<file path="config.mk">
export PLATFORM = sky130hd
export DESIGN_NAME = rv_muldiv
export DESIGN_NICKNAME = d
export VERILOG_FILES = /design/src/rtl/rv_muldiv.sv
export SDC_FILE = /design/constraint.sdc
export NUM_CORES = 1
export LEC_CHECK = 0
export CAP_MARGIN = 10
export CORE_MARGIN = 1.5
export CORE_UTILIZATION = 45
export CTS_CLUSTER_DIAMETER = 30
export DETAILED_ROUTE_END_ITERATION = 7
export HOLD_SLACK_MARGIN = 0.02
export PLACE_DENSITY = 0.64
export SLEW_MARGIN = 10
export SYNTH_ARGS = -nofsm -noshare
export SYNTH_HDL_FRONTEND = slang
export SYNTH_SLANG_ARGS = --single-unit
export TNS_END_PERCENT = 100
</file>
<file path="constraint.sdc">
create_clock -name clk -period 12.5 [get_ports clk]
set_input_delay 2.5 -clock clk [delete_from_list [all_inputs] [get_ports clk]]
set_output_delay 2.5 -clock clk [all_outputs]
set_load 0.03 [all_outputs]
</file>
<file path="src/rtl/rv_muldiv.sv">
// rv_muldiv: RV32M multiply/divide unit beside the EX-stage ALU, one result bit per cycle.
// Define RV_MULDIV_FAST_MUL_EN to replace the shift-add multiplier with a single-cycle product.
module rv_muldiv #(
  parameter int XLEN  = 32,
  parameter int CNT_W = $clog2(XLEN) + 1
) (
  input  logic            clk,
  input  logic            rst,
  input  logic            i_valid,
  input  logic [2:0]      i_funct3,
  input  logic [XLEN-1:0] i_rs1,
  input  logic [XLEN-1:0] i_rs2,
  input  logic [4:0]      i_rd,
  input  logic            i_flush,
  output logic            o_ready,
  output logic            o_busy,
  output logic            o_valid,
  output logic [XLEN-1:0] o_result,
  output logic [4:0]      o_rd
);
  typedef enum logic [1:0] {S_IDLE = 2'd0, S_MUL = 2'd1, S_DIV = 2'd2, S_DONE = 2'd3} state_t;

  state_t            r_state;
  logic [1:0]        r_fsel;
  logic [4:0]        r_rd_pend;
  logic [4:0]        r_rd;
  logic [CNT_W-1:0]  r_cnt;
  logic [2*XLEN-1:0] r_acc;
  logic [XLEN-1:0]   r_opb;
  logic [XLEN-1:0]   r_result;
  logic              r_neg;

  logic              w_accept;
  logic              w_is_div;
  logic              w_s1_signed, w_s2_signed;
  logic              w_s1_neg, w_s2_neg;
  logic [XLEN-1:0]   w_mag1, w_mag2;
  logic              w_div_zero, w_div_ovf;
  logic [XLEN-1:0]   w_special_res;
  logic [XLEN:0]     w_div_trial;
  logic              w_div_ge;
  logic [2*XLEN-1:0] w_div_next;
  logic [XLEN-1:0]   w_div_raw, w_div_res;

  assign o_ready  = (r_state == S_IDLE) && !rst;
  assign o_busy   = (r_state == S_MUL) || (r_state == S_DIV);
  assign o_valid  = (r_state == S_DONE);
  assign o_result = r_result;
  assign o_rd     = r_rd;

  assign w_accept    = i_valid && o_ready && !i_flush;
  assign w_is_div    = i_funct3[2];
  // MULHSU (2) treats only rs1 as signed; MUL's low half is sign-agnostic.
  assign w_s1_signed = w_is_div ? !i_funct3[0] : (i_funct3[1:0] == 2'b01 || i_funct3[1:0] == 2'b10);
  assign w_s2_signed = w_is_div ? !i_funct3[0] : (i_funct3[1:0] == 2'b01);
  assign w_s1_neg    = w_s1_signed && i_rs1[XLEN-1];
  assign w_s2_neg    = w_s2_signed && i_rs2[XLEN-1];
  assign w_mag1      = w_s1_neg ? -i_rs1 : i_rs1;
  assign w_mag2      = w_s2_neg ? -i_rs2 : i_rs2;

  assign w_div_zero    = (i_rs2 == '0);
  assign w_div_ovf     = !i_funct3[0] && (i_rs1 == {1'b1, {(XLEN-1){1'b0}}}) && (i_rs2 == '1);
  assign w_special_res = w_div_zero ? (i_funct3[1] ? i_rs1 : '1)
                                    : (i_funct3[1] ? '0 : i_rs1);

  // Restoring step: remainder lives in the upper half, dividend/quotient shifts through the lower.
  assign w_div_trial = {r_acc[2*XLEN-1:XLEN], r_acc[XLEN-1]} - {1'b0, r_opb};
  assign w_div_ge    = !w_div_trial[XLEN];
  assign w_div_next  = {(w_div_ge ? w_div_trial[XLEN-1:0] : {r_acc[2*XLEN-2:XLEN], r_acc[XLEN-1]}),
                        r_acc[XLEN-2:0], w_div_ge};
  assign w_div_raw   = r_fsel[1] ? w_div_next[2*XLEN-1:XLEN] : w_div_next[XLEN-1:0];
  assign w_div_res   = r_neg ? -w_div_raw : w_div_raw;

`ifdef RV_MULDIV_FAST_MUL_EN
  logic signed [2*XLEN-1:0] w_fa, w_fb, w_fprod;
  logic [XLEN-1:0]          w_fast_res;

  assign w_fa       = {{XLEN{w_s1_signed && i_rs1[XLEN-1]}}, i_rs1};
  assign w_fb       = {{XLEN{w_s2_signed && i_rs2[XLEN-1]}}, i_rs2};
  assign w_fprod    = w_fa * w_fb;
  assign w_fast_res = (i_funct3[1:0] == 2'b00) ? w_fprod[XLEN-1:0] : w_fprod[2*XLEN-1:XLEN];
`else
  logic [XLEN:0]     w_mul_sum;
  logic [2*XLEN-1:0] w_mul_next, w_mul_prod;
  logic [XLEN-1:0]   w_mul_res;

  assign w_mul_sum  = {1'b0, r_acc[2*XLEN-1:XLEN]} + (r_acc[0] ? {1'b0, r_opb} : '0);
  assign w_mul_next = {w_mul_sum, r_acc[XLEN-1:1]};
  assign w_mul_prod = r_neg ? -w_mul_next : w_mul_next;
  assign w_mul_res  = (r_fsel == 2'b00) ? w_mul_prod[XLEN-1:0] : w_mul_prod[2*XLEN-1:XLEN];
`endif

  always_ff @(posedge clk) begin
    if (rst) begin
      r_state   <= S_IDLE;
      r_fsel    <= '0;
      r_rd_pend <= '0;
      r_rd      <= '0;
      r_cnt     <= '0;
      r_acc     <= '0;
      r_opb     <= '0;
      r_result  <= '0;
      r_neg     <= 1'b0;
    end else if (i_flush) begin
      r_state <= S_IDLE;
    end else begin
      case (r_state)
        S_IDLE: begin
          if (w_accept) begin
            r_fsel    <= i_funct3[1:0];
            r_rd_pend <= i_rd;
            r_cnt     <= CNT_W'(XLEN - 1);
            if (w_is_div) begin
              r_neg <= w_s1_neg ^ (w_s2_neg && !i_funct3[1]);
              r_opb <= w_mag2;
              r_acc <= {{XLEN{1'b0}}, w_mag1};
              if (w_div_zero || w_div_ovf) begin
                r_result <= w_special_res;
                r_rd     <= i_rd;
                r_state  <= S_DONE;
              end else begin
                r_state <= S_DIV;
              end
            end else begin
`ifdef RV_MULDIV_FAST_MUL_EN
              r_result <= w_fast_res;
              r_rd     <= i_rd;
              r_state  <= S_DONE;
`else
              r_neg   <= w_s1_neg ^ w_s2_neg;
              r_opb   <= w_mag1;
              r_acc   <= {{XLEN{1'b0}}, w_mag2};
              r_state <= S_MUL;
`endif
            end
          end
        end
        S_MUL: begin
`ifdef RV_MULDIV_FAST_MUL_EN
          r_state <= S_IDLE;
`else
          r_acc <= w_mul_next;
          if (r_cnt == '0) begin
            r_result <= w_mul_res;
            r_rd     <= r_rd_pend;
            r_state  <= S_DONE;
          end else begin
            r_cnt <= r_cnt - 1'b1;
          end
`endif
        end
        S_DIV: begin
          r_acc <= w_div_next;
          if (r_cnt == '0) begin
            r_result <= w_div_res;
            r_rd     <= r_rd_pend;
            r_state  <= S_DONE;
          end else begin
            r_cnt <= r_cnt - 1'b1;
          end
        end
        default: r_state <= S_IDLE;
      endcase
    end
  end
endmodule
</file>
==> After elaboration in Yosys (flattened, before gate mapping) <==
Index checks and enable logic that the tools add are counted.
{ "totals": {"word_cells": 100, "reg_bits": 149, "out_inout_bits": 40} }
{ "classes": {"n_eq_ne": 14, "add_sub_neg": 7, "bitwise": 3, "muxes": 37, "n_reduce_logical": 30} }
{ "ops": {"columns": ["op", "count"], "rows": [
  ["$mux 32", 17],
  ["$pmux 64 s3", 1],
  ["$mux 64", 2],
  ["$neg 32->32", 3],
  ["$pmux 32 s3", 1],
  ["$eq 32x32->1 const B", 2],
  ["$neg 64->64", 1],
  ["$add 32x32->33", 1],
  ["$sub 33x32->33", 1],
  ["$logic_not 32->1", 1],
  ["$mux 5", 4],
  ["$mux 6", 2],
  ["$pmux 6 s2", 1],
  ["$pmux 5 s2", 1],
  ["$logic_and 1x1->1", 8],
  ["$ne 2x1->1 const B", 4],
  ["$reduce_and 7->1", 1],
  ["$eq 2x2->1 const B", 3],
  ["$logic_not 6->1", 1],
  ["$mux 2", 3],
  ["$ne 2x2->1 const B", 3],
  ["$reduce_and 3->1", 2],
  ["$reduce_and 6->1", 1],
  ["$sub 6x1->6 const B", 1],
  ["other kinds (13)", 26]
]} }

==> Logic depth before layout (Yosys ltp) <==
Gate-level depths: netlist (run 1).
{ "logic_depth": {"ltp_word": 8, "ltp_mapped": 19} }

==> Worst setup path before layout (run 1) <==
No wires, ideal clock.
{ "synth_path": {"path_kind": "in2out", "startpoint": "input rst", "endpoint": "output o_ready", "arrival_ps": 3328, "required_time_ps": 10000, "slack_ps": 6672, "path_stages": 3, "path_buffers": 2, "path_cell_list": "clkbuf_1 -> clkbuf_1 -> nor2b_1"} }
{ "synth_between": {"elab_chain_len": 2} }
{ "synth_rtl": {"columns": ["item", "line_no", "text"], "rows": [
  ["start: declaration", "8", "input logic rst,"],
  ["$logic_not 1->1", "45", "assign o_ready = (r_state == S_IDLE) && !rst;"],
  ["$logic_and 1x1->1", "45", null],
  ["end: declaration", "15", "output logic o_ready,"]
]} }
Every way passes these cells.

==> Worst setup path after layout (run 1) <==
{ "layout_path": {"startpoint": "input i_rs1[4]", "endpoint": "register r_result[26], in the netlist o_result[26]"} }
{ "layout_between": {"elab_chain_len": 6} }
{ "layout_rtl": {"columns": ["item", "line_no", "text"], "rows": [
  ["start: declaration", "11", "input logic [XLEN-1:0] i_rs1,"],
  ["$eq 32x32->1", "62", "assign w_div_ovf = !i_funct3[0] && (i_rs1 == {1'b1, {(XLEN-1){1'b0}}}) && (i_rs2 == '1);"],
  ["$logic_and 1x1->1 (2 in series)", "62", null],
  ["$logic_or 1x1->1", "117", "if (w_div_zero || w_div_ovf) begin"],
  ["$ne 2x1->1 (no line)", null, null],
  ["$reduce_and 7->1 (no line)", null, null],
  ["end signal: assignment", "118", "r_result <= w_special_res;"],
  ["end signal: assignment", "144", "r_result <= w_mul_res;"],
  ["end signal: assignment", "155", "r_result <= w_div_res;"],
  ["end: declaration", "30", "logic [XLEN-1:0] r_result;"]
]} }
Every way passes these cells.
A chain may end at the register's enable or synchronous reset.

==> flow_summary.json, run 1 <==
{
  "synth_warnings": 0,
  "fin_setup_tns_ns": 0,
  "detail_route.iter0.violations": 2087,
  "postCtsSetupBuffers": 0,
  "powerDensity_mw_per_mm2": 94.24,
  "grt_pass1_wl_um": 113200,
  "multiInputGateArea_mm2": 0.01350,
  "crit_chain": "clkdlybuf4s50_1 > or4_1 > nor4_1 > nand4_1 > o22ai_1 > a21boi_0 > nand2b_1 > nor2_2 > buf_4 > o21ai_0 > a21oi_1 > or4b_2 > nand3_1",
  "end_kind": "register",
  "synth.top_cells.by_area": "dfxtp_1 17%, a21oi_1 5.8%, nand2_1 5.7%",
  "h-tree-depth": 4,
  "hpwl_um": 58260,
  "initial_utilization_pct": 45.49,
  "r2r-end": "o_result[27]",
  "final_nets": 2638,
  "gp_congestion": 1.014,
  "slowest_stage": "or4_1",
  "rows": 72,
  "fill_cells": 3895,
  "dieArea_mm2": 0.04007,
  "ff2ff_setup_slack_ns": 6.40,
  "synthArstFlopShare_pct": 0,
  "slew_violations": 0,
  "yosysTopAreaCell": "dfxtp_1",
  "syn2layout_area_growth_pct": 10.80,
  "syn-instance-count": 2516,
  "port_buffers": 115,
  "synth_area_mm2": 0.01750,
  "cap_violations": 0,
  "reg2reg_from": "r_acc[31]",
  "cp_data_arrival_time_ns": 6.84,
  "antenna_found_initial": 2,
  "setup_slack_ns": 6.040,
  "clk_pin_slew_ns": 0.07,
  "skew_ns": 0.01519,
  "synth_edf_count": 0,
  "crit_required_ns": 12.88,
  "min_path_type": "reg2reg",
  "critPathLaunchType": "input port",
  "core_mm2": 0.03847,
  "cts_max_path_buffers": 2,
  "status": "finished, final reports clean",
  "grt_max_degree": 90,
  "insertion_delay_ns": 0.45,
  "tightest_slew_ns": 1.269,
  "ys_ff_latch": 149,
  "dp_worst_setup_slack_ns": 5.824,
  "min_to": "r_rd_pend[4]",
  "drc": 0,
  "fin_crit_sh_pct": 51.68,
  "cts_tree": "done",
  "crit_type": "in2reg",
  "ys_types": 93,
  "die_h_um": 200.2,
  "synth_nets": 2669,
  "drtAntennaViolNets": 0,
  "hold_viol": 0,
  "vias": 19901,
  "drive_above_1_share_pct": 5.124,
  "cts_repair_resize_count": 0,
  "whs_path_depth": 2,
  "slowest_delay_ns": 0.61,
  "cts_buffers": 17,
  "grt_overflow": 0,
  "fp.dieW_um": 200.2,
  "grt_usage_pct": 36.40,
  "relSlewSlack_pct": 14.62,
  "dr.pass1.iters": 6,
  "synth-main-ff-cell": "dfxtp_1",
  "hp-start": "r_rd_pend[4]",
  "critPathMaxFanout": 36,
  "max-vdd-ir-drop_v": 0.00007980,
  "max_freq_ghz": 0.1548,
  "holdBufCountCts": 0,
  "finalSetupViolCount": 0,
  "syn-mean-instance-area_um2": 6.954,
  "p_leak_nw": 7.129,
  "io-pin-count": 116,
  "ff2ff_path_depth": 17,
  "ys_seq_area_share_pct": 17.05,
  "synthDominantCellAreaShare_pct": 17.05,
  "via_per_inst": 6.594,
  "finalCriticalPeriod_ns": 6.460,
  "rsz0062_at_grt": "no",
  "root_buffer": "clkbuf_16",
  "finalCoreUtilization_pct": 50.40,
  "register_area_mm2": 0.002985,
  "cts.sinks": 149,
  "first_global_vias": 18423,
  "wl_per_cell_um": 24.93,
  "routed_wl_um": 75230
}
==> layout by cell type (no fill, tap or decap), drive strengths merged, types with 26 or more instances in the layout <==
cell type	n
o31ai	43
or3	26
nand2	264
nand3	61
clkdlybuf4s50	113
and2	56
a21o	32
inv	86
xor2	72
o21ai	182
dfxtp	149
a21oi	205
o211ai	29
nor2	244
ha	75
nand4	28
buf	33
a211oi	63
nor3	97
mux2i	79
a22oi	49
maj3	28
xnor2	83
==> sequential cells by signal, indices dropped and copies added (netlist names) <==
name       count
o_rd           5
o_result      32
r_acc         64
r_cnt          6
r_fsel         2
r_neg          1
r_opb         32
r_rd_pend      5
r_state        2
==> worst max path at each step <==
stage,start,to,slack (ns),depth (start not counted)
after floorplan,rst,o_ready,6.67,3
after global placement,i_rs1[4],o_result[26],5.90,13
after detailed placement,i_rs1[4],o_result[26],5.82,13
after CTS,i_rs1[4],o_result[26],6.24,13
after global routing,i_rs1[4],o_result[26],5.88,13
final,i_rs1[4],o_result[26],6.04,13
==> cell type report <==
class | count | share of cell area (%)
Multi-Input combinational cell | 2091 | 69.62
Sequential cell | 149 | 15.40
Timing Repair Buffer | 146 | 7.100
Tap cell | 518 | 3.343
Clock buffer | 18 | 2.214
Inverter | 80 | 1.549
Clock inverter | 14 | 0.7487
Antenna cell | 2 | 0.02582
==> synth_stat cells, types with 15 or more instances <==
master and number:
a22oi_1 49, buf_1 15, o31ai_1 42, nand4_1 27, or4_1 15, a211oi_1 62, a221oi_1 22, a21o_1 32
o41ai_1 15, a31oi_1 25, nor4_1 23, nand3_1 61, or3_1 24, maj3_1 28, mux2i_1 79, nand2b_1 15
and2_1 55, o211ai_1 29, dfxtp_1 149, xnor2_1 82, ha_1 75, xor2_1 72, clkbuf_1 172, o21ai_0 179
a211o_1 24, a21oi_1 204, nor2_1 244, and3_1 22, nor3_1 97, inv_1 78, nand2_1 264
==> where the power goes <==
part | leakage [nW] | switching, mW | internal (mW) | total (mW)
logic | 5.65 | 0.507 | 0.251 | 0.758
registers | 1.21 | 0.0425 | 0.494 | 0.537
clock network | 0.272 | 0.251 | 0.281 | 0.532
total | 7.13 | 0.801 | 1.03 | 1.83
==> metal layers <==
layer	wire, um	up-vias	GRT usage [%]
li1	-	9247	-
met1	30890	9479	48.04
met2	33240	1000	57.37
met3	7143	173	5.825
met4	3941	2	18.37
met5	17	-	0
==> per-stage QoR <==
step	instances	power, mW	hold slack, ns	instance area, um2
final	3018	1.827	0.4545	19390
after detailed placement	2984	1.278	0.4458	18810
after floorplan	2516	1.021	0.4337	17500
after global routing	3016	1.894	0.4781	19380
after CTS	3016	1.802	0.4578	19380
after global placement	2984	1.271	0.4414	18810
==> cells by family after synthesis <==
logic type               count (synthesis)  share of synthesized area (%)
AND/OR/NAND/NOR                        897                          24.42
AO/OA/AOI/OAI                          840                          31.95
buffers and inverters                  276                          6.035
XOR/XNOR                               155                          7.802
flip-flops                             149                          17.05
adder cells (fa/ha/maj)                105                          7.194
multiplexers                            94                          5.549
==> critical path, delay by kind of cell <==
| family | cells | cell delay (ns) |
|---|---|---|
| AO/OA/AOI/OAI | 4 | 0.91 |
| AND/OR/NAND/NOR | 7 | 2.51 |
| buffers and inverters | 2 | 0.90 |
Power figures use the tool's default switching activity.
==> inputs of run 2 (changes only) <==
==> constraint.sdc (replaced) <==
create_clock -name clk -period 6.7 [get_ports clk]
set_input_delay 1.34 -clock clk [delete_from_list [all_inputs] [get_ports clk]]
set_output_delay 1.34 -clock clk [all_outputs]
set_load 0.03 [all_outputs]
==> run 2 against run 1 <==
Via count increased by 0.35%. Hold slack improved by 0.0036 ns. Wire length about the same. Sequential share of layout area decreased by 0.066 points. Die area unchanged. Clock-buffer cell count unchanged. Critical endpoint is now o_result[31]. Largest cell class unchanged.
==> flow_summary.json, run 2 (same netlist as run 1, synthesis figures left out) <==
{
  "status": "finished, final reports clean",
  "holdBufCountCts": 0,
  "finalSetupViolCount": 0,
  "cp_data_arrival_time_ns": 6.04,
  "drive_above_1_share_pct": 5.467,
  "postCtsSetupBuffers": 0,
  "ff2ff_path_depth": 16,
  "hp-start": "r_rd_pend[4]",
  "h-tree-depth": 4,
  "drc": 0,
  "slew_violations": 0,
  "vias": 19971,
  "max-vdd-ir-drop_v": 0.0001622,
  "hold_viol": 0,
  "powerDensity_mw_per_mm2": 178.0,
  "grt_overflow": 0,
  "first_global_vias": 18424,
  "max_freq_ghz": 0.1748,
  "finalCriticalPeriod_ns": 5.719,
  "mostFrequentLayoutCell": "nand2_1",
  "insertion_delay_ns": 0.47,
  "port_buffers": 115,
  "cts_tree": "done",
  "end_kind": "register",
  "ff2ff_setup_slack_ns": 0.98,
  "setup_slack_ns": 0.9805,
  "routed_wl_um": 75200,
  "tightest_slew_ns": 1.243,
  "drtAntennaViolNets": 0,
  "finalNonFillerCells": 3024,
  "syn2layout_area_growth_pct": 11.28,
  "skew_ns": 0.02108,
  "dr.pass1.iters": 7,
  "cts.sinks": 149,
  "root_buffer": "clkbuf_16",
  "reg2reg_from": "r_acc[31]",
  "gp_congestion": 1.001,
  "finalInstanceArea_mm2": 0.01947,
  "startpoint": "r_acc[31]",
  "grt_max_degree": 74,
  "antennaDiodeCount": 0,
  "p_leak_nw": 7.201,
  "fin_setup_tns_ns": 0,
  "io-pin-count": 116,
  "min_path_type": "reg2reg",
  "rsz0062_at_grt": "no",
  "dp_worst_setup_slack_ns": 1.049,
  "wl_per_cell_um": 24.87,
  "crit_required_ns": 7.02,
  "regMostFlops": "r_acc",
  "hpwl_um": 58390,
  "r2r-end": "o_result[31]",
  "cap_violations": 0,
  "placed_cell_area_mm2": 0.01887,
  "detail_route.iter0.violations": 2234,
  "clk_pin_slew_ns": 0.07,
  "final_nets": 2646,
  "via_per_inst": 6.604,
  "largest_register_ffs": 64,
  "rows": 72,
  "critPathMaxFanout": 18,
  "die_h_um": 200.2,
  "fp.dieW_um": 200.2,
  "dieArea_mm2": 0.04007,
  "core_mm2": 0.03847,
  "worstSetupEndpoint": "o_result[31]",
  "initial_utilization_pct": 45.49,
  "antenna_found_initial": 0,
  "cts_max_path_buffers": 2,
  "whs_path_depth": 2,
  "cts_repair_resize_count": 0,
  "crit_type": "reg2reg",
  "grt_pass1_wl_um": 113500,
  "relSlewSlack_pct": 17.14,
  "fin_crit_sh_pct": 85.37,
  "cts_buffers": 17,
  "dp_cells": 2992,
  "layout_common_cells": "264 x nand2_1, 240 x nor2_1, 204 x a21oi_1",
  "holdWs_ns": 0.4581,
  "critPathLaunchType": "register",
  "grt_usage_pct": 36.56
}
run 2: changes by cell type in the layout (fill, tap and decap cells not counted):
cell	previous run	this run
clkbuf_1	1	0
buf_4	32	40
a2111oi_0	5	6
clkinv_2	0	2
clkbuf_8	0	1
diode_2	2	0
inv_8	2	3
clkinv_4	4	3
bufinv_16	1	2
clkinvlp_4	3	0
a2111oi_1	1	0
run 2: metal layers:
| layer | wire, um | share of wire [%] | GRT usage, % | up-vias |
|---|---|---|---|---|
| li1 | - | - | - | 9265 |
| met1 | 31280 | 42 | 48.50 | 9475 |
| met2 | 32090 | 43 | 55.26 | 1029 |
| met3 | 7161 | 9.5 | 6.687 | 202 |
| met4 | 4664 | 6.2 | 21.56 | 0 |
| met5 | 0 | 0 | 0 | - |
run 2: through the flow:
stage / power, mW / utilization, %
floorplan: 1.906 / -
global placement: 2.376 / 49.04
detailed placement: 2.389 / 49.04
CTS: 3.413 / 50.61
global route: 3.595 / 50.61
finish: 3.466 / 50.61
run 2: critical path, stage by stage (launching register included):
cell and delay, ns:
dfxtp_1 0.46, inv_1 0.13, ha_1 0.25, fa_1 0.41
nand2b_1 0.20, a21o_1 0.27, a32o_1 0.36, o21ai_1 0.37
a21oi_2 0.33, xnor2_2 0.24, buf_4 0.31, nand3_1 0.20
a2111oi_4 0.73, nand3_1 0.43, o41ai_1 0.59, a41oi_1 0.17
o41ai_1 0.12
run 2: how the worst min path moves through the flow:
stage and endpoint:
3_5_place_dp r_rd_pend[4], 4_1_cts r_rd_pend[4], 3_3_place_gp r_rd_pend[4], 2_1_floorplan r_rd_pend[0], 6_report r_rd_pend[4], 5_1_grt r_rd_pend[1]
run 2: cell type report:
type | count | area [um2]
fillers | 3904 | 19000
multi-input cells | 2091 | 13500
flip-flops and latches | 149 | 2985
repair buffers | 154 | 1436
well taps | 518 | 648.1
clock buffers | 18 | 439.2
inverters | 80 | 300.3
clock inverters | 14 | 165.2
run 2: power by group:
group          leakage [nW]  internal [mW]  switching [mW]
clock network         0.301          0.572           0.469
registers              1.21          0.922          0.0800
logic                  5.69          0.475           0.948
total                  7.20           1.97            1.50
